$ cat config.mk
export PLATFORM = sky130hd
export DESIGN_NAME = alu_chain_ctrl
export DESIGN_NICKNAME = d
export VERILOG_FILES = /design/src/rtl/alu_chain_ctrl_pkg.sv /design/src/rtl/alu_chain_ctrl_step.sv /design/src/rtl/alu_chain_ctrl.sv
export SDC_FILE = /design/constraint.sdc
export NUM_CORES = 1
export LEC_CHECK = 0
export BUFFER_PORTS_ARGS = -buffer_cell sky130_fd_sc_hd__buf_2
export CAP_MARGIN = 20
export CORE_ASPECT_RATIO = 1.4
export CORE_MARGIN = 4
export CORE_UTILIZATION = 53
export CTS_CLUSTER_DIAMETER = 150
export DETAILED_ROUTE_END_ITERATION = 10
export PLACE_DENSITY = 0.83
export SYNTH_ARGS = -nofsm -noshare
export SYNTH_HDL_FRONTEND = slang
export SYNTH_HIERARCHICAL = 1
export SYNTH_SLANG_ARGS = --single-unit
$ cat constraint.sdc
create_clock -name clk -period 2.4 [get_ports clk]
set_clock_uncertainty 0.05 [all_clocks]
set_input_delay 0.48 -clock clk [delete_from_list [all_inputs] [get_ports clk]]
set_output_delay 0.48 -clock clk [all_outputs]
set_load 0.005 [all_outputs]
$ cat src/rtl/alu_chain_ctrl_pkg.sv
// Shared constants for the multi-word ALU chaining controller: opcode
// encodings, Status flag bit positions, FSM state encoding and the
// opcode legality check. ALU_CHAIN_SHIFT_EN enables multi-word shifts/rotates.
package alu_pkg;

    // ALU opcodes; 0..9 are arithmetic/logic, 10..17 are shifts and rotates
    localparam logic [4:0] OP_INC = 5'd0;
    localparam logic [4:0] OP_DEC = 5'd1;
    localparam logic [4:0] OP_ADD = 5'd2;
    localparam logic [4:0] OP_ADC = 5'd3;
    localparam logic [4:0] OP_SUB = 5'd4;
    localparam logic [4:0] OP_SBB = 5'd5;
    localparam logic [4:0] OP_AND = 5'd6;
    localparam logic [4:0] OP_OR  = 5'd7;
    localparam logic [4:0] OP_XOR = 5'd8;
    localparam logic [4:0] OP_NOT = 5'd9;
    localparam logic [4:0] OP_SHL = 5'd10;
    localparam logic [4:0] OP_SHR = 5'd11;
    localparam logic [4:0] OP_SAL = 5'd12;
    localparam logic [4:0] OP_SAR = 5'd13;
    localparam logic [4:0] OP_ROL = 5'd14;
    localparam logic [4:0] OP_ROR = 5'd15;
    localparam logic [4:0] OP_RCL = 5'd16;
    localparam logic [4:0] OP_RCR = 5'd17;

    // Bit positions inside the 6-bit Status word {CF,ZF,NF,VF,PF,AF}
    localparam int CF = 5;
    localparam int ZF = 4;
    localparam int NF = 3;
    localparam int VF = 2;
    localparam int PF = 1;
    localparam int AF = 0;

    // FSM state encoding
    localparam logic [1:0] ST_IDLE = 2'd0;
    localparam logic [1:0] ST_RUN  = 2'd1;
    localparam logic [1:0] ST_DONE = 2'd2;

    // True when the controller knows how to chain this opcode
    function automatic logic op_legal(input logic [4:0] op);
`ifdef ALU_CHAIN_SHIFT_EN
        return (op <= OP_RCR);
`else
        return (op <= OP_NOT);
`endif
    endfunction

endpackage

$ cat src/rtl/alu_chain_ctrl_step.sv
// Per-step decode for the chaining controller: given the latched opcode and
// the step number, select which 16-bit word is worked on, which opcode and
// carry the ALU sees, and whether B is forced to zero.
// Descending word order exists only when ALU_CHAIN_SHIFT_EN is defined.
module alu_chain_step
    import alu_pkg::*;
#(
    parameter int WORDS = 4
) (
    input  logic [4:0] op,
    input  logic [2:0] step,
    input  logic       prev_cf,
    input  logic       cmd_cin,
    input  logic       a_msb,
    input  logic       a_lsb,
    output logic [2:0] word_idx,
    output logic [4:0] f,
    output logic       cin,
    output logic       zero_b,
    output logic       is_arith,
    output logic       is_logic
);

    logic first;
    assign first = (step == 3'd0);

`ifdef ALU_CHAIN_SHIFT_EN
    localparam logic [2:0] LAST = 3'(WORDS - 1);
`else
    logic unused_shift_inputs;
    assign unused_shift_inputs = ^{a_msb, a_lsb};
`endif

    // Decode the opcode/carry/word for the current step; later steps chain CF
    always_comb begin
        word_idx = step;
        f        = OP_ADD;
        cin      = 1'b0;
        zero_b   = 1'b0;
        is_arith = 1'b0;
        is_logic = 1'b0;
        case (op)
            OP_ADD, OP_ADC: begin
                is_arith = 1'b1;
                f        = first ? op : OP_ADC;
                cin      = first ? cmd_cin : prev_cf;
            end
            OP_SUB, OP_SBB: begin
                is_arith = 1'b1;
                f        = first ? op : OP_SBB;
                cin      = first ? cmd_cin : prev_cf;
            end
            OP_INC: begin
                is_arith = 1'b1;
                zero_b   = 1'b1;
                f        = first ? OP_INC : OP_ADC;
                cin      = first ? 1'b0 : prev_cf;
            end
            OP_DEC: begin
                is_arith = 1'b1;
                zero_b   = 1'b1;
                f        = first ? OP_DEC : OP_SBB;
                cin      = first ? 1'b0 : prev_cf;
            end
            OP_AND, OP_OR, OP_XOR, OP_NOT: begin
                is_logic = 1'b1;
                f        = op;
            end
`ifdef ALU_CHAIN_SHIFT_EN
            OP_SHL, OP_SAL: begin
                f   = first ? op : OP_RCL;
                cin = first ? 1'b0 : prev_cf;
            end
            OP_SHR, OP_SAR: begin
                word_idx = LAST - step;
                f        = first ? op : OP_RCR;
                cin      = first ? 1'b0 : prev_cf;
            end
            OP_ROL: begin
                f   = OP_RCL;
                cin = first ? a_msb : prev_cf;
            end
            OP_ROR: begin
                word_idx = LAST - step;
                f        = OP_RCR;
                cin      = first ? a_lsb : prev_cf;
            end
            OP_RCL: begin
                f   = OP_RCL;
                cin = first ? cmd_cin : prev_cf;
            end
            OP_RCR: begin
                word_idx = LAST - step;
                f        = OP_RCR;
                cin      = first ? cmd_cin : prev_cf;
            end
`endif
            default: ;
        endcase
    end

endmodule

$ cat src/rtl/alu_chain_ctrl.sv
// Sequential initiator for a 16-bit combinational ALU. Takes one WORDS x 16
// bit command, feeds the ALU one word per cycle with CF chained between
// words, and returns the wide result plus merged flags.
// Handshake: a transfer happens on a rising edge where valid and ready are
// both high; cmd_ready is high only in IDLE, rsp_valid only in DONE, and
// rsp_* stay constant while rsp_valid is high and rsp_ready is low.
// ALU_CHAIN_SHIFT_EN enables multi-word shift/rotate opcodes.
module alu_chain_ctrl
    import alu_pkg::*;
#(
    parameter int WORDS = 4
) (
    input  logic                  clk,
    input  logic                  rst_n,
    input  logic                  cmd_valid,
    output logic                  cmd_ready,
    input  logic [4:0]            cmd_op,
    input  logic [16*WORDS-1:0]   cmd_a,
    input  logic [16*WORDS-1:0]   cmd_b,
    input  logic                  cmd_cin,
    output logic [15:0]           alu_a,
    output logic [15:0]           alu_b,
    output logic [4:0]            alu_f,
    output logic                  alu_cin,
    input  logic [15:0]           alu_result,
    input  logic [5:0]            alu_status,
    output logic                  rsp_valid,
    input  logic                  rsp_ready,
    output logic [16*WORDS-1:0]   rsp_result,
    output logic [5:0]            rsp_status,
    output logic                  rsp_illegal,
    output logic [1:0]            dbg_state
);

    localparam int         W    = 16 * WORDS;
    localparam logic [2:0] LAST = 3'(WORDS - 1);

    logic [1:0]   state;
    logic [W-1:0] a_q, b_q, res_q;
    logic [4:0]   op_q;
    logic         cin_q, illegal_q;
    logic [2:0]   step;
    // Flag accumulators; odd_acc is the running XOR of per-word odd parity
    logic         cf_q, zf_acc, odd_acc, nf_q, vf_q, af_q;

    logic [2:0]   word_idx;
    logic [4:0]   step_f;
    logic         step_cin, zero_b, is_arith, is_logic;
    logic [15:0]  word_a, word_b;
    logic         show;

    alu_chain_step #(.WORDS(WORDS)) u_step (
        .op       (op_q),
        .step     (step),
        .prev_cf  (cf_q),
        .cmd_cin  (cin_q),
        .a_msb    (a_q[W-1]),
        .a_lsb    (a_q[0]),
        .word_idx (word_idx),
        .f        (step_f),
        .cin      (step_cin),
        .zero_b   (zero_b),
        .is_arith (is_arith),
        .is_logic (is_logic)
    );

    // Pick the operand words addressed by this step
    always_comb begin
        word_a = '0;
        word_b = '0;
        for (int i = 0; i < WORDS; i++) begin
            if (word_idx == 3'(i)) begin
                word_a = a_q[16*i +: 16];
                word_b = b_q[16*i +: 16];
            end
        end
    end

    // Drive the ALU only in RUN; otherwise a benign ADD 0+0 keeps it defined
    always_comb begin
        alu_a   = '0;
        alu_b   = '0;
        alu_f   = OP_ADD;
        alu_cin = 1'b0;
        if (state == ST_RUN) begin
            alu_a   = word_a;
            alu_b   = zero_b ? 16'd0 : word_b;
            alu_f   = step_f;
            alu_cin = step_cin;
        end
    end

    // FSM, command latch, per-word result capture and flag accumulation
    always_ff @(posedge clk or negedge rst_n) begin
        if (!rst_n) begin
            state     <= ST_IDLE;
            a_q       <= '0;
            b_q       <= '0;
            res_q     <= '0;
            op_q      <= OP_ADD;
            cin_q     <= 1'b0;
            illegal_q <= 1'b0;
            step      <= 3'd0;
            cf_q      <= 1'b0;
            zf_acc    <= 1'b0;
            odd_acc   <= 1'b0;
            nf_q      <= 1'b0;
            vf_q      <= 1'b0;
            af_q      <= 1'b0;
        end else begin
            case (state)
                ST_IDLE: begin
                    if (cmd_valid) begin
                        a_q       <= cmd_a;
                        b_q       <= cmd_b;
                        op_q      <= cmd_op;
                        cin_q     <= cmd_cin;
                        res_q     <= '0;
                        step      <= 3'd0;
                        cf_q      <= 1'b0;
                        zf_acc    <= 1'b1;
                        odd_acc   <= 1'b0;
                        nf_q      <= 1'b0;
                        vf_q      <= 1'b0;
                        af_q      <= 1'b0;
                        illegal_q <= !op_legal(cmd_op);
                        state     <= op_legal(cmd_op) ? ST_RUN : ST_DONE;
                    end
                end
                ST_RUN: begin
                    for (int i = 0; i < WORDS; i++) begin
                        if (word_idx == 3'(i)) begin
                            res_q[16*i +: 16] <= alu_result;
                        end
                    end
                    zf_acc  <= zf_acc & alu_status[ZF];
                    odd_acc <= odd_acc ^ ~alu_status[PF];
                    // Logic ops leave CF undefined in the ALU
                    cf_q    <= is_logic ? 1'b0 : alu_status[CF];
                    if (word_idx == LAST) begin
                        nf_q <= alu_status[NF];
                        vf_q <= is_arith & alu_status[VF];
                    end
                    if (word_idx == 3'd0) begin
                        af_q <= is_arith & alu_status[AF];
                    end
                    if (step == LAST) begin
                        state <= ST_DONE;
                    end else begin
                        step <= step + 3'd1;
                    end
                end
                ST_DONE: begin
                    if (rsp_ready) begin
                        state <= ST_IDLE;
                    end
                end
                default: state <= ST_IDLE;
            endcase
        end
    end

    assign cmd_ready   = (state == ST_IDLE);
    assign rsp_valid   = (state == ST_DONE);
    assign show        = rsp_valid & ~illegal_q;
    assign rsp_illegal = rsp_valid & illegal_q;
    assign rsp_result  = show ? res_q : '0;
    assign dbg_state   = state;

    // Assemble merged flags; zero outside DONE and for illegal opcodes
    always_comb begin
        rsp_status = '0;
        if (show) begin
            rsp_status[CF] = cf_q;
            rsp_status[ZF] = zf_acc;
            rsp_status[NF] = nf_q;
            rsp_status[VF] = vf_q;
            rsp_status[PF] = ~odd_acc;
            rsp_status[AF] = af_q;
        end
    end

endmodule

Yosys cells after proc, flatten, opt, wreduce, memory -nomap -nowiden
Index checks and enable logic that the tools add are counted.

Bits in registers: 210. Input port bits: 160. Output and inout bits: 113. Logic and storage cells: 120.

$add $sub $neg: 1. Order comparisons: 1. Eq/ne operators: 21. Muxes and demuxes: 52. Bitwise operators: 9. Reduce and logical (&&, ||, !) cells: 19.

Operators with widths (number): 2-to-1 mux 16 bit (15); 2-to-1 mux 64 bit (2); case mux 64 bit (2 select lines) (1); case mux 5 bit (5 select lines) (1); equality test 5 x 3 -> 1 bit, second input constant (4); AND reduction 3 bit (6); 2-to-1 mux 5 bit (3); case mux 1 bit (2 select lines) (7); 2-to-1 mux 1 bit (12); equality test 5 x 2 -> 1 bit, second input constant (2); equality test 5 x 4 -> 1 bit, second input constant (2); 2-to-1 mux 2 bit (5); 2-to-1 mux 3 bit (3); inequality test 2 x 1 -> 1 bit, second input constant (4); OR reduction 4 bit (2); equality test 3 x 2 -> 1 bit, second input constant (2); 2-to-1 mux 6 bit (1); inequality test 2 bit, second input constant (3); case mux 2 bit (3 select lines) (1); case mux 3 bit (2 select lines) (1); OR reduction 2 bit (3); OR reduction 6 bit (1); AND 1 bit (5); equality test 5 x 1 -> 1 bit, second input constant (1); other kinds (13) (16).

Longest topological paths before layout
Depth in word-level cells: 7. Mapped depth: 7. Depth with buffers taken out: 5.

Modules after synthesis
The synthesis kept the hierarchy.

By module, submodules not included: alu_chain_ctrl (times used 1, cells each 1049, area each 9582.9 sq um, sequential area each 5256.3 sq um); alu_chain_step (times used 1, cells each 27, area each 196.4 sq um, sequential area each 0.0 sq um).

Worst setup path before layout
OpenSTA, ideal clock, no wires.

Path type: register to output. Start: register step[0]. End: output port alu_b[0]. Arrival time: 1513 ps. Required time: 1870 ps. Slack: 357 ps. Cell stages (with the launch flop): 8. Buffers on the path: 4. Path through: dfrtp_1 > buf_4 > buf_4 > nand2b_1 > clkbuf_1 > buf_2 > o22ai_1 > nor3_1.

Longest elaborated chain between the ends: 7. Elaborated cells on any way between the ends: 10. Those cells by class: eq/ne: 3; mux: 6; reduce/logical: 1.

Ends and longest elaborated chain: from (decl) (line alu_chain_ctrl.sv:42) `logic [2:0] step;`; from (signal assigned) (line alu_chain_ctrl.sv:150) `step <= step + 3'd1;`; zero test 3 bit (line alu_chain_ctrl.sv:72) `if (word_idx == 3'(i)) begin`; 2-to-1 mux 16 bit (3 in series) (line alu_chain_ctrl.sv:72); 2-to-1 mux 16 bit (*) (line alu_chain_ctrl.sv:72); 2-to-1 mux 16 bit (*) (line alu_chain_ctrl.sv:87) `alu_b = zero_b ? 16'd0 : word_b;`; 2-to-1 mux 16 bit (*) (line alu_chain_ctrl.sv:85) `if (state == ST_RUN) begin`; to (decl) (line alu_chain_ctrl.sv:22) `output logic [15:0] alu_b,`.

Every way passes the cells marked *; elsewhere a longest branch is shown, timed or not.

Worst setup path in the final report
Start: register step[1]. End: output port alu_b[7].

The elaborated chain is that of the path after synthesis.

==> results_dict.tcl <==
set metrics [dict create \
    setup_viol 11 \
    firstDrtPassIters 7 \
    cp-start-kind "flip-flop" \
    syn_to_final_growth_pct 31.4 \
    synth-xor-area-share_pct 0 \
    synthFlopType "dfrtp_1" \
    io_pins 273 \
    syn-num-nets 1238 \
    hpwl_mm 18.8 \
    synth_edf_count 0 \
    worst-endpoint-required_ps 1870 \
    outcome "finished with violations" \
    clk_pin_slew_ps 70 \
    async_flop_share_pct 100 \
    hp-class "in -> reg" \
    ys_types 51 \
    min_path_cells 3 \
    hold_violations 0 \
    dp_cells 1539 \
    reg2reg_from "dbg_state[1]" \
    rrSetupSlack_ps 290 \
    switching_share_pct 37.0 \
    violations "negative setup slack" \
    critPathBufInv 2 \
    cts_buffer_depth 3 \
    rows 58 \
    cpMaxStageDelayCell "dfrtp_2" \
    detail-route-antenna-nets 0 \
    maxCapViolCount 0 \
    synth_largest_area_cell "dfrtp_1" \
    final_cells 1603 \
    start_util_pct 54.1 \
    synthMuxAreaShare_pct 3.79 \
    period_share_pct 104 \
    synth_top_area_share_pct 53.5 \
    synth_warnings 6 \
    synth-simple-area-share_pct 26.9 \
    syn_area_mm2 0.00978 \
    ys_ff_latch 210 \
    cts-root-buf "clkbuf_16" \
    die_area_mm2 0.0207 \
    cts.sinks 210 \
    cts_tree "done" \
    ff2ff_path_depth 7 \
    cp_cell_sequence "buf_12, mux2_2, o22ai_4, nor3_4, buf_2" \
    synth_compound_area_share_pct 10.4 \
    grt_pass1_vias 8860 \
    mostFrequentLayoutCells "nand2_1 (424), buf_2 (270), dfrtp_1 (205)" \
    max_freq_mhz 400 \
    rsz0062_at_grt "yes" \
    vias 8926 \
    final_layout_size_suffix_gt1_share_pct 33.6 \
    nNetsFinal 1511 \
    insertion_delay_ps 490 \
    drt_iter0_markers 733 \
    p_leak_nw 6.83 \
    avgSynthCellArea_um2 9.09 \
    drc_errors 0 \
    drv_slew 0 \
    power_density_mw_per_mm2 1200 \
    grt_usage_pct 26.9 \
    synth_top_family_by_area "simple AND/OR/NAND/NOR gates" \
    clkPwrFrac_pct 22.0 \
    finalWirelength_mm 29.6 \
    internal_power_mw 9.74 \
    whs_ps 125 \
    grt_overflow 0 \
    sequentialPowerShare_pct 38.6 \
    cts_buffers 21 \
    yosys-top-cells-area "dfrtp_1 (53%), nand2_1 (16%), and2_1 (5.0%)" \
    p_comb_share_pct 39.4 \
    power_mw 15.5 \
    die_w_um 123 \
    min_to "op_q[0]" \
    r2r-end "res_q[22]" \
    dieHeight_um 169 \
    critical-path-top-delay-family "flip-flops" \
    grt_antenna_before_repair 2 \
    syn_inst 1076 \
    tightest_slew_ps 830 \
    max_stage_delay_ps 470 \
    wl_per_cell_um 18.5 \
    fillers 1316 \
    maxSlewHeadroom_pct 44.7 \
    via_per_inst 5.57 \
    stdcell_area_mm2 0.0128 \
    p_switching_mw 5.71 \
    portBuffers 271 \
    yosysSeqAreaShare_pct 53.7 \
    dpl_cell_area_mm2 0.0113 \
    final_common_cell "nand2_1" \
    post-route-worst-setup-slack_ps -102 \
    grt_first_pass_wirelength_mm 44.7 \
    hold_start "cmd_op[0]" \
    core_mm2 0.0181 \
    synth-adder-area-share_pct 0.256 \
    timing.final.crit_period_ps 2500 \
    cp_max_fo 15 \
    worstSetupPathType "reg -> out" \
    ir_drop_mv 0.825 \
    cp.arrival_ps 1970 \
    endpoint_kind "output pin" \
    grt_max_degree 107 \
    cts_htree_levels 1 \
    gp_congestion 0.882 \
]
cell type report:
type                       instances  area, um2  area share [%]
clock buffer                      27        588            4.58
tap                              240        300            2.34
multi-input combinational        782       4450            34.6
sequential                       210       5260            40.9
timing repair buffer             329       2100            16.4
antenna                            1       2.50          0.0195
inverter                           5       18.8           0.146
clock inverter                     9        123           0.954
worst max-delay path by stage:
stage	end	start	cells after the start	slack [ps]
after global routing	alu_b[7]	step[1]	5	-160
after detailed placement	alu_a[14]	dbg_state[0]	5	320
after CTS	alu_b[14]	dbg_state[1]	6	-50
final	alu_b[7]	step[1]	5	-100
after global placement	alu_f[2]	step[1]	6	350
after floorplan	alu_b[0]	step[0]	7	360
through the flow:
step | utilization, % | setup slack [ps] | setup TNS (ps)
after CTS | 69.7 | -47.7 | -504
after floorplan | - | 357 | 0
after detailed placement | 62.7 | 322 | 0
after global routing | 71.1 | -160 | -2490
after global placement | 62.7 | 349 | 0
final | 71.1 | -102 | -219
registers in the layout, summed over array words and instances (netlist names):
register / flops
cin_q: 1
af_q: 1
a_q: 64
b_q: 64
step: 3
nf_q: 1
zf_acc: 1
dbg_state: 2
op_q: 5
cf_q: 1
odd_acc: 1
res_q: 64
vf_q: 1
illegal_q: 1
metal layers:
metal | wire length [um] | GRT usage (%)
met3 | 2510 | 4.55
met1 | 11100 | 34.1
met4 | 1270 | 12.0
met2 | 14700 | 45.2
met5 | 13 | 0
cell families after synthesis:
group                      count (synthesis)
other                                      1
buffers and inverters                     84
and+or+nand+nor                          601
AOI/OAI and AO/OA                        145
adders and majority gates                  2
DFF                                      210
muxes                                     33
tightest hold or removal path: stages:
cell	delay (ps)
buf_2	80
nand2_1	40
nand2_1	40
synthesized netlist by cell type (all sizes together) (2+ instances only):
cell and instances:
dfrtp 209, o22ai 31, nor2 40, nor2b 3
o221ai 2, buf 54, a21oi 5, a211o 2
nand3b 2, ha 2, or3b 3, nand3 17
nor3b 3, nor4b 2, a211oi 3, and2 78
o21ai 43, a22o 54, o21a 2, clkbuf 25
nor3 20, mux2 32, nand2 424, nand2b 4
inv 5
timing repair:
| action | 4_1_cts | 5_1_grt |
|---|---|---|
| hold buffers | 1 | 0 |
| resized for setup | 72 | 33 |
| hold endpoints to repair | 46 | 0 |
| cloned | 4 | 3 |
| endpoints found under the setup margin | 105 | 106 |
| setup buffers | 13 | 9 |
| pin swaps | 14 | 14 |
power groups by stage:
stage	Combinational, mW	Clock, mW	Sequential [mW]
2_1_floorplan	3.54	0	5.59
3_3_place_gp	4.69	0	5.83
3_5_place_dp	4.81	0	5.90
4_1_cts	5.60	3.45	5.89
5_1_grt	6.63	3.60	6.12
6_report	6.08	3.40	5.97
(Power assumes the default switching activity.)
